`config.mk`:
```
export PLATFORM = sky130hd
export DESIGN_NAME = seven_segment_scan_driver
export DESIGN_NICKNAME = d
export VERILOG_FILES = /design/src/rtl/seven_seg_pkg.sv /design/src/rtl/seven_seg_scan_timer.sv /design/src/rtl/seven_segment_scan_driver.sv
export SDC_FILE = /design/constraint.sdc
export NUM_CORES = 1
export LEC_CHECK = 0
export CORE_ASPECT_RATIO = 1.4
export CORE_MARGIN = 2
export CORE_UTILIZATION = 35
export DETAILED_ROUTE_END_ITERATION = 6
export MAX_ROUTING_LAYER = met4
export PLACE_DENSITY = 0.59
export RECOVER_POWER = 50
export SYNTH_ARGS = -nofsm -noshare
export SYNTH_HDL_FRONTEND = slang
export SYNTH_SLANG_ARGS = --single-unit
```
`constraint.sdc`:
```
create_clock -name clk -period 6.5 [get_ports clk]
set_input_delay 0.65 -clock clk [delete_from_list [all_inputs] [get_ports clk]]
set_output_delay 0.65 -clock clk [all_outputs]
set_load 0.03 [all_outputs]
```
`src/rtl/seven_seg_pkg.sv`:
```
// Shared constants and helpers for the multiplexed 7-segment display driver.
package seven_seg_pkg;

  // All segments dark (active-low).
  localparam logic [6:0] SEG_OFF = 7'h7F;

  // Upper bound on scanned digits and the index width it implies.
  localparam int unsigned MAX_DIGITS = 8;
  localparam int unsigned MAX_IDX_W  = $clog2(MAX_DIGITS);

  // Active-low glyphs {g,f,e,d,c,b,a} for 0-9, A, b, C, d, E, F.
  localparam logic [6:0] GLYPHS [16] = '{
    7'h40, 7'h79, 7'h24, 7'h30, 7'h19, 7'h12, 7'h02, 7'h78,
    7'h00, 7'h10, 7'h08, 7'h03, 7'h46, 7'h21, 7'h06, 7'h0E
  };

  function automatic logic [6:0] hex_to_seg(input logic [3:0] hex);
    return GLYPHS[hex];
  endfunction

  // Digit-index width; a single digit still needs a 1-bit index.
  function automatic int unsigned idx_width(input int unsigned n);
    return (n > 1) ? $clog2(n) : 1;
  endfunction

endpackage

```
`src/rtl/seven_seg_scan_timer.sv`:
```
// Slot counter and digit index for the display scan, with dead-time flag
// and a registered end-of-frame pulse.
module seven_seg_scan_timer
  import seven_seg_pkg::*;
#(
  parameter int unsigned NUM_DIGITS  = 4,
  parameter int unsigned REFRESH_DIV = 50000,
  parameter int unsigned DEAD_CYCLES = 2,
  localparam int unsigned IW         = idx_width(NUM_DIGITS)
) (
  input  logic          clk,
  input  logic          rst_n,
  input  logic          enable_i,
  output logic [IW-1:0] idx_o,
  output logic          dead_o,
  output logic          frame_done_o
);

  localparam int unsigned   CW       = $clog2(REFRESH_DIV);
  localparam logic [CW-1:0] CNT_LAST = CW'(REFRESH_DIV - 1);
  localparam logic [IW-1:0] IDX_LAST = IW'(NUM_DIGITS - 1);

  logic [CW-1:0] cnt_q, cnt_d;
  logic [IW-1:0] idx_q, idx_d;
  logic          fd_q, fd_d;
  logic          slot_end, frame_wrap;

  // Next-state: advance only while enabled, wrap slot then digit index.
  always_comb begin
    slot_end   = enable_i && (cnt_q == CNT_LAST);
    frame_wrap = slot_end && (idx_q == IDX_LAST);
    cnt_d      = cnt_q;
    idx_d      = idx_q;
    if (enable_i) begin
      if (slot_end) begin
        cnt_d = '0;
        idx_d = frame_wrap ? '0 : idx_q + IW'(1);
      end else begin
        cnt_d = cnt_q + CW'(1);
      end
    end
    fd_d = frame_wrap;
  end

  // Timer state registers.
  always_ff @(posedge clk or negedge rst_n) begin
    if (!rst_n) begin
      cnt_q <= '0;
      idx_q <= '0;
      fd_q  <= 1'b0;
    end else begin
      cnt_q <= cnt_d;
      idx_q <= idx_d;
      fd_q  <= fd_d;
    end
  end

  generate
    if (DEAD_CYCLES == 0) begin : g_no_dead
      assign dead_o = 1'b0;
    end else begin : g_dead
      assign dead_o = (cnt_q < CW'(DEAD_CYCLES));
    end
  endgenerate

  assign idx_o        = idx_q;
  assign frame_done_o = fd_q;

endmodule

```
`src/rtl/seven_segment_scan_driver.sv`:
```
// Time-multiplexed N-digit common-anode 7-segment driver with per-digit
// dp/blanking, leading-zero suppression, dead-time and frame-synchronous
// value updates.
module seven_segment_scan_driver
  import seven_seg_pkg::*;
#(
  parameter int unsigned NUM_DIGITS  = 4,
  parameter int unsigned REFRESH_DIV = 50000,
  parameter int unsigned DEAD_CYCLES = 2
) (
  input  logic                    clk,
  input  logic                    rst_n,
  input  logic                    enable,
  input  logic                    load,
  input  logic [4*NUM_DIGITS-1:0] value_in,
  input  logic [NUM_DIGITS-1:0]   dp_in,
  input  logic [NUM_DIGITS-1:0]   blank_in,
  input  logic                    lz_suppress,
  output logic [6:0]              seg_out,
  output logic                    dp_out,
  output logic [NUM_DIGITS-1:0]   anode_out,
  output logic                    frame_done
);

  localparam int unsigned IW = idx_width(NUM_DIGITS);

  logic [IW-1:0] idx_w;
  logic          dead_w;
  logic          frame_done_w;

  seven_seg_scan_timer #(
    .NUM_DIGITS (NUM_DIGITS),
    .REFRESH_DIV(REFRESH_DIV),
    .DEAD_CYCLES(DEAD_CYCLES)
  ) u_timer (
    .clk         (clk),
    .rst_n       (rst_n),
    .enable_i    (enable),
    .idx_o       (idx_w),
    .dead_o      (dead_w),
    .frame_done_o(frame_done_w)
  );

  logic [4*NUM_DIGITS-1:0] pend_val_q, pend_val_d, disp_val_q, disp_val_d;
  logic [NUM_DIGITS-1:0]   pend_dp_q, pend_dp_d, disp_dp_q, disp_dp_d;
  logic [NUM_DIGITS-1:0]   pend_blank_q, pend_blank_d, disp_blank_q, disp_blank_d;
  logic                    pend_valid_q, pend_valid_d;
  logic [6:0]              seg_q, seg_d;
  logic                    dp_q, dp_d;
  logic [NUM_DIGITS-1:0]   anode_q, anode_d;

  logic [3:0]              nib [NUM_DIGITS];
  logic [NUM_DIGITS-1:0]   sup;
  logic                    lz_run;
  logic [3:0]              cur_nib;
  logic                    cur_sup, cur_dark;

  // Pending/display update. Commit happens while frame_done is high, i.e.
  // on the edge that registers the first slot of the new frame, so the pin
  // registers below read the post-commit value (disp_*_d) in that same edge.
  always_comb begin
    pend_val_d   = pend_val_q;
    pend_dp_d    = pend_dp_q;
    pend_blank_d = pend_blank_q;
    if (load) begin
      pend_val_d   = value_in;
      pend_dp_d    = dp_in;
      pend_blank_d = blank_in;
    end
    pend_valid_d = frame_done_w ? 1'b0 : (pend_valid_q | load);

    disp_val_d   = disp_val_q;
    disp_dp_d    = disp_dp_q;
    disp_blank_d = disp_blank_q;
    if (frame_done_w) begin
      if (load) begin
        disp_val_d   = value_in;
        disp_dp_d    = dp_in;
        disp_blank_d = blank_in;
      end else if (pend_valid_q) begin
        disp_val_d   = pend_val_q;
        disp_dp_d    = pend_dp_q;
        disp_blank_d = pend_blank_q;
      end
    end
  end

  // Leading-zero suppression: a zero run from the top digit down, digit 0 exempt.
  always_comb begin
    sup    = '0;
    lz_run = lz_suppress;
    for (int unsigned i = 0; i < NUM_DIGITS; i++) begin
      nib[i] = disp_val_d[4*i +: 4];
    end
    for (int unsigned i = NUM_DIGITS - 1; i > 0; i--) begin
      lz_run = lz_run && (nib[i] == 4'h0);
      sup[i] = lz_run;
    end
    cur_nib  = nib[idx_w];
    cur_sup  = sup[idx_w];
    cur_dark = cur_sup | disp_blank_d[idx_w];
  end

  // Pin values for the digit being scanned; disabled scan blanks anodes only.
  always_comb begin
    seg_d   = seg_q;
    dp_d    = dp_q;
    anode_d = '1;
    if (enable) begin
      seg_d = cur_sup ? SEG_OFF : hex_to_seg(cur_nib);
      dp_d  = ~(disp_dp_d[idx_w] & ~cur_sup);
      if (!dead_w && !cur_dark) begin
        anode_d[idx_w] = 1'b0;
      end
    end
  end

  // Load/commit and output registers.
  always_ff @(posedge clk or negedge rst_n) begin
    if (!rst_n) begin
      pend_val_q   <= '0;
      pend_dp_q    <= '0;
      pend_blank_q <= '0;
      pend_valid_q <= 1'b0;
      disp_val_q   <= '0;
      disp_dp_q    <= '0;
      disp_blank_q <= '0;
      seg_q        <= SEG_OFF;
      dp_q         <= 1'b1;
      anode_q      <= '1;
    end else begin
      pend_val_q   <= pend_val_d;
      pend_dp_q    <= pend_dp_d;
      pend_blank_q <= pend_blank_d;
      pend_valid_q <= pend_valid_d;
      disp_val_q   <= disp_val_d;
      disp_dp_q    <= disp_dp_d;
      disp_blank_q <= disp_blank_d;
      seg_q        <= seg_d;
      dp_q         <= dp_d;
      anode_q      <= anode_d;
    end
  end

  assign seg_out    = seg_q;
  assign dp_out     = dp_q;
  assign anode_out  = anode_q;
  assign frame_done = frame_done_w;

endmodule
```
==> results.toml <==
[global_route]
grt_use_total = 0.1612
grt_pass1_wl_um = 15480
gr-total-overflow = 0
antenna_found_initial = 0
grt_max_degree = 81
grt_pass1_vias = 3045

[worst_setup_path]
end_kind = "flip-flop"
slowest_delay_ns = 0.49
setup.worst_path.class = "in2reg"
startpoint_type = "input port"
crit_path_max_fanout = 60
rrSetupSlack_ns = 3.41
worstPathRequired_ns = 6.76
critPathArrivalTime_ns = 3.45
path_cells = "buf_2, buf_4, o21a_1, buf_4, o2111ai_1, and4_1, inv_1, ha_1, inv_1, or3_1, a41oi_2"
crit_slowest_cell = "buf_4"

[cts]
htree_levels = 3
clockBufferDepth = 2
cts.clk_slew.worst_paths_ns = 0.06
cts_tree = "built"
post-cts-setup-buffers = 0
numCtsBuffers = 9
cts.sinks = 80
clkLatencyLatePin_ns = 0.34
cts_resized = 0
cts_hold_buf = 0
clock-root-buffer = "clkbuf_16"

[final_layout]
num-fill-cells = 1111
antenna_cells = 0
drive_gt1_frac = 0.1742
nNetsFinal = 430
syn2layout_area_growth_pct = 20.08

[detailed_routing]
top_layer = "met4"
drc_errors = 0
drtAntennaViolNets = 0
num_vias = 2898
drt_wl_total_um = 8989
drt_pass1_iterations = 4
routedLengthMet1_um = 3984
dr_wl_met2_um = 4491
wl_per_cell_um = 16.55
drtIter0Drc = 157
viasPerCell = 5.337
wl_met3_um = 315

[power_and_ir_drop]
power_density_mw_per_mm2 = 259.0
peakVddDrop_mv = 0.1396
leakagePower_uw = 0.002172
power_uw = 1288
power_switching_uw = 307.4
swShare = 0.2386
p_clk_frac = 0.446
seq_power_share = 0.448
cell_internal_pwr_uw = 980.9
comb_power_share = 0.105

[synth]
synth_edf_count = 0
synth-xor-area-share = 0.02960
muxShareOfSynthArea = 0.1006
ys_async_sr_fraction = 1.000
avgSynthCellArea_um2 = 11.64
synth-compound-area-share = 0.1235
synth_seq_area_share = 0.4869
ys_warn_count = 0
synthSimpleGateAreaFrac = 0.1836
synthFlopType = "dfrtp_1"
yosysTopAreaCell = "dfrtp_1"
syn_nets = 395
synth_cells = 356
ys_ff_latch = 80
syn_area_mm2 = 0.004143
ys_types = 45
synth_top_area_frac = 0.4108
synth_top_family_by_area = "simple AND/OR/NAND/NOR gates"
synth_area_leaders = "dfrtp_1 41%, dfstp_2 7.6%, mux2_2 6.8%, or4bb_1 3.3%, nand3b_1 3.1%"
synth_fa_ha_area_frac = 0.03020

[timing]
fin_crit_sh = 0.4914
max-slew-margin-rel = 0.3343
fmax_mhz = 313.1
tns_ns = 0
final_max_slew_viol_count = 0
rsz0062_at_grt = "false"
worst_pin_slew_ns = 0.9985
hold_viol_final = 0
setup_viol = 0
fin_crit_ns = 3.194
hold-worst-slack_ns = 0.4640
fin_skew_ns = 0.009993

[flow_run]
maxCapViolations = 0

[place]
detailed_place_hpwl_um = 6298
place.gp.congestion = 0.8433
port_buffers = 41

[floorplan]
pin_count = 42
coreArea_mm2 = 0.01170
row_count = 47
die_h_um = 132.7
die_w_um = 95.95
dieArea_mm2 = 0.01274
initial_core_util = 0.3540

[worst_hold_path]
hold_path_class = "in2async"

[run_status]
status = "complete, no violations"
## Yosys cell counts (2+ instances only)
cell type  number
mux4_2          2
xor2_1         10
buf_6           3
nor4_1          8
nand3b_1       17
a2bb2oi_1       3
dfstp_2        12
a22oi_1         2
o2111ai_2       3
a21oi_1        10
o22ai_1         4
nand4_1         7
clkbuf_1        6
dfrtp_1        68
mux2_2         25
nor2_1         30
xnor2_1         4
and4_1          3
or4bb_1        12
nand4bb_1       4
nand2b_1        2
nand4_4         2
and3_1          4
o2111ai_1      13
nand2_1         7
buf_2           7
a31oi_1         8
inv_1          17
buf_1           2
o211ai_1        5
ha_1           10
nor2b_1         3
and2_1          2
nor3_1          2
buf_4           3
nand3_1         8
o211a_1        12
mux2i_1         9
## sequential cells by signal, indices dropped and copies added (netlist names)
register / count
pend_dp_q: 4
disp_val_q: 16
u_timer.frame_done_o: 1
pend_val_q: 16
pend_blank_q: 4
disp_dp_q: 4
u_timer.cnt_q: 16
seg_out: 7
anode_out: 4
pend_valid_q: 1
u_timer.idx_o: 2
disp_blank_q: 4
dp_out: 1
## metal layers
layer  track usage  vias up
li1              -     1395
met1        0.2054     1439
met2        0.2483       48
met3       0.03417       16
met4       0.06508        0
met5             -        -
## cell usage in the layout, fill, tap and decap left out, types with 3 or more instances in the layout
cell and count:
nand3b_1 17, a2bb2oi_1 3, o2111ai_1 13, mux2_2 25, or4bb_1 12, xnor2_1 4, nand2_1 7, nor2_1 30
o211ai_1 5, and3_1 4, and4_1 3, dfrtp_1 68, nand4_1 7, ha_1 10, nor2b_1 3, dfstp_2 12
o2111ai_2 3, nor4_1 8, o22ai_1 4, xor2_1 10, buf_4 5, clkdlybuf4s50_1 39, inv_1 17, bufinv_16 3
a21oi_1 10, o211a_1 12, nand3_1 8, a31oi_1 8, mux2i_1 9, nand4bb_1 4, clkbuf_16 9
## worst max-delay path: cells and delay by family
kind	cells	cell delay, ns
compound gates	3	0.72
simple gates	2	0.70
fa+ha+maj	1	0.21
buf+inv	5	1.15
## worst paths after layout
check / endpoint / startpoint / cells after the start
worst max-delay path: seg_out[0] / load / 11
worst min-delay path: pend_val_q[2] / rst_n / 1
worst max register to register: seg_out[0] / pend_valid_q / 9
worst min register to register: seg_out[5] / seg_out[5] / 2
max in group asynchronous: u_timer.cnt_q[0] / rst_n / 1
min in group clk: seg_out[5] / seg_out[5] / 2
## logic make-up (layout without fill, tap and decap cells)
group                    after synthesis  in the layout
AO/OA/AOI/OAI                         63             63
adder cells (fa/ha/maj)               10             10
AND/OR/NAND/NOR                      114            114
flip-flops                            80             80
XOR/XNOR                              14             14
multiplexers                          36             36
buffers and inverters                 39             79
## final cells by class
type	instances	area (um2)	area share
multi-input combinational	237	1937	0.3893
timing repair buffer	45	432.9	0.08702
sequential	80	2017	0.4054
tap	147	183.9	0.03697
clock buffer	10	229.0	0.04603
clock inverter	6	107.6	0.02163
inverter	18	67.56	0.01358
## power by group through the flow
stage | Sequential [uW] | Combinational [uW] | Clock, uW
5_1_grt | 584 | 153 | 610
4_1_cts | 577 | 138 | 589
3_3_place_gp | 585 | 133 | 0
2_1_floorplan | 585 | 78.5 | 0
6_report | 577 | 136 | 575
3_5_place_dp | 586 | 137 | 0
## through the flow
| stage | instances | area, um2 | util | setup slack [ns] |
|---|---|---|---|---|
| after floorplan | 356 | 4143 | - | 3.950 |
| after global placement | 527 | 4638 | 0.3963 | 3.109 |
| after detailed placement | 527 | 4638 | 0.3963 | 2.983 |
| after CTS | 543 | 4975 | 0.4251 | 3.333 |
| after global routing | 543 | 4975 | 0.4251 | 2.954 |
| final | 543 | 4975 | 0.4251 | 3.306 |
Power figures use the tool's default switching activity.
